## config.mk

```make
export PLATFORM = sky130hd
export DESIGN_NAME = apb_master
export DESIGN_NICKNAME = d
export VERILOG_FILES = /design/src/rtl/apb_pkg.sv /design/src/rtl/apb_master.sv
export SDC_FILE = /design/constraint.sdc
export NUM_CORES = 1
export LEC_CHECK = 0
export BUFFER_PORTS_ARGS = -buffer_cell sky130_fd_sc_hd__buf_4
export CORE_ASPECT_RATIO = 1.4
export CORE_MARGIN = 4
export CORE_UTILIZATION = 40
export CTS_CLUSTER_SIZE = 12
export DETAILED_ROUTE_END_ITERATION = 8
export PLACE_DENSITY = 0.71
export REMOVE_ABC_BUFFERS = 1
export SLEW_MARGIN = 5
export SYNTH_ARGS = -nofsm -noshare
export SYNTH_HDL_FRONTEND = slang
export SYNTH_SLANG_ARGS = --single-unit
```

## constraint.sdc

```tcl
create_clock -name pclk -period 2.1 [get_ports pclk]
set_input_delay 0.42 -clock pclk [delete_from_list [all_inputs] [get_ports pclk]]
set_output_delay 0.42 -clock pclk [all_outputs]
set_load 0.01 [all_outputs]
```

## src/rtl/apb_pkg.sv

```systemverilog
// apb_pkg: definitions shared by the APB requester, the completer-side
// register interfaces and benches.
//   apb_state_e      : transfer phase encoding (IDLE / SETUP / ACCESS)
//   apb_rsp_status_t : status fields that accompany every response
package apb_pkg;

    typedef enum logic [1:0] {
        IDLE   = 2'd0,
        SETUP  = 2'd1,
        ACCESS = 2'd2
    } apb_state_e;

    typedef struct packed {
        logic err;
        logic timeout;
    } apb_rsp_status_t;

endpackage

```

## src/rtl/apb_master.sv

```systemverilog
// apb_master: APB4 requester. Turns a valid/ready command port into
// APB SETUP/ACCESS transfers and returns one registered single-cycle
// response per command. A wait-state timeout aborts a transfer whose
// completer holds pready low too long.
//
// Ports
//   pclk, prst_n          : clock, asynchronous active-low reset
//   cmd_valid/cmd_ready   : command handshake (accepted at posedge when both high)
//   cmd_write/addr/wdata/strb : command payload
//   rsp_valid             : one-cycle response pulse
//   rsp_rdata/err/timeout : response payload, held until the next response
//   psel/penable/pwrite/paddr/pwdata/pstrb : APB request signals
//   prdata/pready/pslverr : APB completer signals (only looked at in ACCESS)
module apb_master
    import apb_pkg::*;
#(
    parameter int unsigned ADDR_WIDTH     = 12,
    parameter int unsigned DATA_WIDTH     = 32,
    parameter int unsigned TIMEOUT_CYCLES = 16
) (
    input  logic                    pclk,
    input  logic                    prst_n,
    input  logic                    cmd_valid,
    output logic                    cmd_ready,
    input  logic                    cmd_write,
    input  logic [ADDR_WIDTH-1:0]   cmd_addr,
    input  logic [DATA_WIDTH-1:0]   cmd_wdata,
    input  logic [DATA_WIDTH/8-1:0] cmd_strb,
    output logic                    rsp_valid,
    output logic [DATA_WIDTH-1:0]   rsp_rdata,
    output logic                    rsp_err,
    output logic                    rsp_timeout,
    output logic                    psel,
    output logic                    penable,
    output logic                    pwrite,
    output logic [ADDR_WIDTH-1:0]   paddr,
    output logic [DATA_WIDTH-1:0]   pwdata,
    output logic [DATA_WIDTH/8-1:0] pstrb,
    input  logic [DATA_WIDTH-1:0]   prdata,
    input  logic                    pready,
    input  logic                    pslverr
);

    // Last counter value before abort: the abort edge is the one that
    // ends the TIMEOUT_CYCLES-th ACCESS cycle with pready low.
    localparam int unsigned TO_LAST = (TIMEOUT_CYCLES == 0) ? 0 : TIMEOUT_CYCLES - 1;
    localparam int unsigned CNT_W   = (TO_LAST < 2) ? 1 : $clog2(TO_LAST + 1);

    apb_state_e       state_q, state_d;
    logic             ready_q;
    logic [CNT_W-1:0] wait_cnt_q;
    logic             accept, complete, abort;
    apb_rsp_status_t  status_q;

    // Next state and transfer events
    always_comb begin
        state_d  = state_q;
        accept   = 1'b0;
        complete = 1'b0;
        abort    = 1'b0;
        case (state_q)
            IDLE: begin
                if (cmd_valid && ready_q) begin
                    accept  = 1'b1;
                    state_d = SETUP;
                end
            end
            SETUP: state_d = ACCESS;
            ACCESS: begin
                // pready wins over a timeout expiring on the same edge
                if (pready) begin
                    complete = 1'b1;
                    state_d  = IDLE;
                end else if ((TIMEOUT_CYCLES != 0) && (wait_cnt_q == CNT_W'(TO_LAST))) begin
                    abort   = 1'b1;
                    state_d = IDLE;
                end
            end
            default: state_d = IDLE;
        endcase
    end

    always_ff @(posedge pclk or negedge prst_n) begin
        if (!prst_n) begin
            state_q <= IDLE;
        end else begin
            state_q <= state_d;
        end
    end

    // cmd_ready is registered so it stays low throughout reset and only
    // rises on the first clock after release.
    always_ff @(posedge pclk or negedge prst_n) begin
        if (!prst_n) begin
            ready_q <= 1'b0;
        end else begin
            ready_q <= (state_d == IDLE);
        end
    end

    // Counts ACCESS cycles with pready low; cleared outside ACCESS
    always_ff @(posedge pclk or negedge prst_n) begin
        if (!prst_n) begin
            wait_cnt_q <= '0;
        end else if (state_q == ACCESS && !pready) begin
            wait_cnt_q <= wait_cnt_q + 1'b1;
        end else begin
            wait_cnt_q <= '0;
        end
    end

    // Request payload: loaded only on acceptance, so it holds its last
    // value between transfers.
    always_ff @(posedge pclk or negedge prst_n) begin
        if (!prst_n) begin
            pwrite <= 1'b0;
            paddr  <= '0;
            pwdata <= '0;
            pstrb  <= '0;
        end else if (accept) begin
            pwrite <= cmd_write;
            paddr  <= cmd_addr;
            pwdata <= cmd_wdata;
            pstrb  <= cmd_write ? cmd_strb : '0;
        end
    end

    // Response registers
    always_ff @(posedge pclk or negedge prst_n) begin
        if (!prst_n) begin
            rsp_valid <= 1'b0;
            rsp_rdata <= '0;
            status_q  <= '0;
        end else begin
            rsp_valid <= complete | abort;
            if (complete) begin
                rsp_rdata <= pwrite ? '0 : prdata;
                status_q  <= '{err: pslverr, timeout: 1'b0};
            end else if (abort) begin
                rsp_rdata <= '0;
                status_q  <= '{err: 1'b1, timeout: 1'b1};
            end
        end
    end

    assign cmd_ready   = ready_q;
    assign rsp_err     = status_q.err;
    assign rsp_timeout = status_q.timeout;
    assign psel        = (state_q != IDLE);
    assign penable     = (state_q == ACCESS);

endmodule

```

==> results.yml <==
timing:
  setup_ws_ps: 448.1
  setup_viol: 0
  max_slew_margin: 0.7802
  fin_crit_ps: 1652
  fin_hold_ws_ps: 298.9
  fmax_mhz: 605.4
  tightestPinTransition_ps: 329.8
  final-hold-violation-count: 0
  skew_ps: 6.471
  maxSlewViolCount: 0
  timing.final.crit_share: 0.7866
  rsz0062_at_grt: "false"
power_and_ir_drop:
  power.density_mw_per_mm2: 1515
  peakVddDrop_uv: 847.9
  leakage_nw: 2.787
clocking:
  path_clk_slew_ps: 60
  postCtsResizedCells: 0
  cts_setup_buffers: 0
  clockBufferDepth: 2
  clkSinkCount: 91
  cts_tree: "built"
  clk_latency_ps: 330
  cts_root_buf: "clkbuf_16"
  hold_buffers: 1
  h-tree-depth: 3
  cts_buffers: 9
global_route:
  grt_max_degree: 46
  grt_busiest_layer: "met2"
  grt_use_met2: 0.2462
  antenna_found_initial: 0
  overflow: 0
  grt_pass1_vias: 2540
  grt_pass1_wl_um: 12830
  grtUsageTotal: 0.1580
  use_met1: 0.2042
  grt_use_met3: 0.06159
yosys:
  synth_seq_cells: 91
  synth_warnings: 0
  yosysSeqAreaShare: 0.6454
  postSynthAreaPerCell_um2: 16.34
  synth_cell_type_count: 29
  syn_inst: 216
  syn_area_mm2: 0.003528
worst_hold_path:
  min_path_type: "in -> reg"
detailed_routing:
  vias: 2423
  drt_first_iter_violations: 64
  final_antenna_net_count: 0
  wirelength_um: 8031
  drc: 0
  first_pass_iters: 4
  vias_per_cell: 4.808
  routedWlPerCell_um: 15.93
critical_path:
  critPathKind: "reg -> out"
  endpoint_kind: "primary output"
  path_max_fanout: 6
  critPathLaunchType: "register"
  cp.arrival_ps: 1230
  cp.required_ps: 1680
floorplan:
  ios: 173
  die_h_um: 119.1
  start_util: 0.4099
  std_cell_rows: 40
  die_area_mm2: 0.01041
  die_w_um: 87.38
  fp.coreArea_mm2: 0.008608
cells_and_area:
  final_net_count: 481
  design_area_mm2: 0.005323
  register_area_mm2: 0.002277
  stdcell_count: 504
  fillers: 688
  multi_input_area_mm2: 0.001155
  diodes: 0
  syn_to_final_growth_pct: 50.85
  fin_util: 0.6183
  drive_above_1_share: 0.6065
placed_design:
  dpl_cell_area_mm2: 0.004961
  placed_cells: 487
  place_ws_ps: 571.1
  routabilityCongestion: 0.7058
  place_hpwl_um: 6086
  io_buffers: 172
flow_run:
  max_cap_violations: 0
run_status:
  status: "complete, no violations"
worst max-delay path: stages, from the launching register on:
cell and delay (ps):
dfrtp_1 410, nand2b_1 240, inv_2 130, buf_4 130
flip-flops by register name (all words and copies together), names as in the netlist:
name and cells:
pwrite 1, cmd_ready 1, rsp_timeout 1, rsp_rdata 32
state_q 2, rsp_err 1, wait_cnt_q 4, pstrb 4
paddr 12, rsp_valid 1, pwdata 32
cell usage in the layout, fill, tap and decap left out, types with 2 or more instances in the layout:
cell type and n:
clkinv_4 2, nand2b_1 2, buf_4 174, inv_2 2, buf_12 4, a22o_1 32
bufinv_16 3, nand2_1 8, o21ai_1 4, nor3_1 3, mux2_4 41, mux2_1 4
clkbuf_16 9, dfrtp_1 91
layout make-up:
class / instances / share of cell area
flip-flops and latches: 91 / 0.4278
clock buffers: 10 / 0.04490
clock inverters: 6 / 0.02116
multi-input cells: 110 / 0.2170
well taps: 105 / 0.02468
repair buffers: 179 / 0.2623
inverters: 3 / 0.002116
synth_stat cells:
library cell / count / area share
nor3b_1: 1 / 0.0021
xnor2_1: 1 / 0.0025
buf_6: 5 / 0.016
nand4bb_1: 1 / 0.0032
a41oi_1: 1 / 0.0025
ha_1: 1 / 0.0035
nand3b_1: 1 / 0.0021
nor2_1: 1 / 0.0011
a21oi_1: 1 / 0.0014
nand2_2: 1 / 0.0018
o22a_1: 1 / 0.0025
buf_4: 4 / 0.0085
a31o_2: 1 / 0.0025
o21ai_0: 1 / 0.0014
nand3_1: 1 / 0.0014
nor2_2: 1 / 0.0018
nand2_1: 8 / 0.0085
mux2_1: 4 / 0.013
or2_2: 1 / 0.0018
mux2_4: 41 / 0.17
nor3_1: 3 / 0.0043
o21ai_1: 4 / 0.0057
nand2b_1: 2 / 0.0035
a22o_1: 32 / 0.079
buf_2: 3 / 0.0043
inv_1: 1 / 0.0011
dfrtp_1: 91 / 0.65
xor2_1: 1 / 0.0025
inv_2: 2 / 0.0021
per-layer routing:
layer  routed length (µm)  part of all wire
met1                 3177              0.40
met2                 3894              0.48
met3                  858              0.11
met4                  101             0.013
met5                    0                 0
stage by stage:
step	total power [mW]	TNS (ps)
floorplan	4.708	-81460
global placement	6.228	0
detailed placement	6.291	0
CTS	8.181	0
global route	8.528	0
finish	8.065	0
cells by family after synthesis:
kind of cell / Yosys count / synth area share
and+or+nand+nor: 21 / 0.03156
AOI/OAI and AO/OA: 41 / 0.09539
xor gates and xnor gates: 2 / 0.004965
DFF: 91 / 0.6454
buffers and inverters: 15 / 0.03191
adders and majority gates: 1 / 0.003546
muxes: 45 / 0.1872
where the power goes:
part	switching, mW	leakage (nW)	internal, mW	total (mW)
Clock	0.645	0.173	1.20	1.84
Combinational	1.24	1.48	2.03	3.27
Sequential	0.449	1.13	2.50	2.95
final timing paths:
path / from / to / slack [ps] / cells past startpoint
min in group asynchronous: prst_n / rsp_rdata[10] / 540 / 2
min reg2reg: wait_cnt_q[0] / wait_cnt_q[0] / 470 / 1
max reg2reg: wait_cnt_q[0] / rsp_err / 560 / 6
max: state_q[0] / penable / 450 / 3
min: cmd_wdata[16] / pwdata[16] / 300 / 2
max in group asynchronous: prst_n / paddr[1] / 940 / 3
Note: power is estimated with default switching activity, not from simulation.
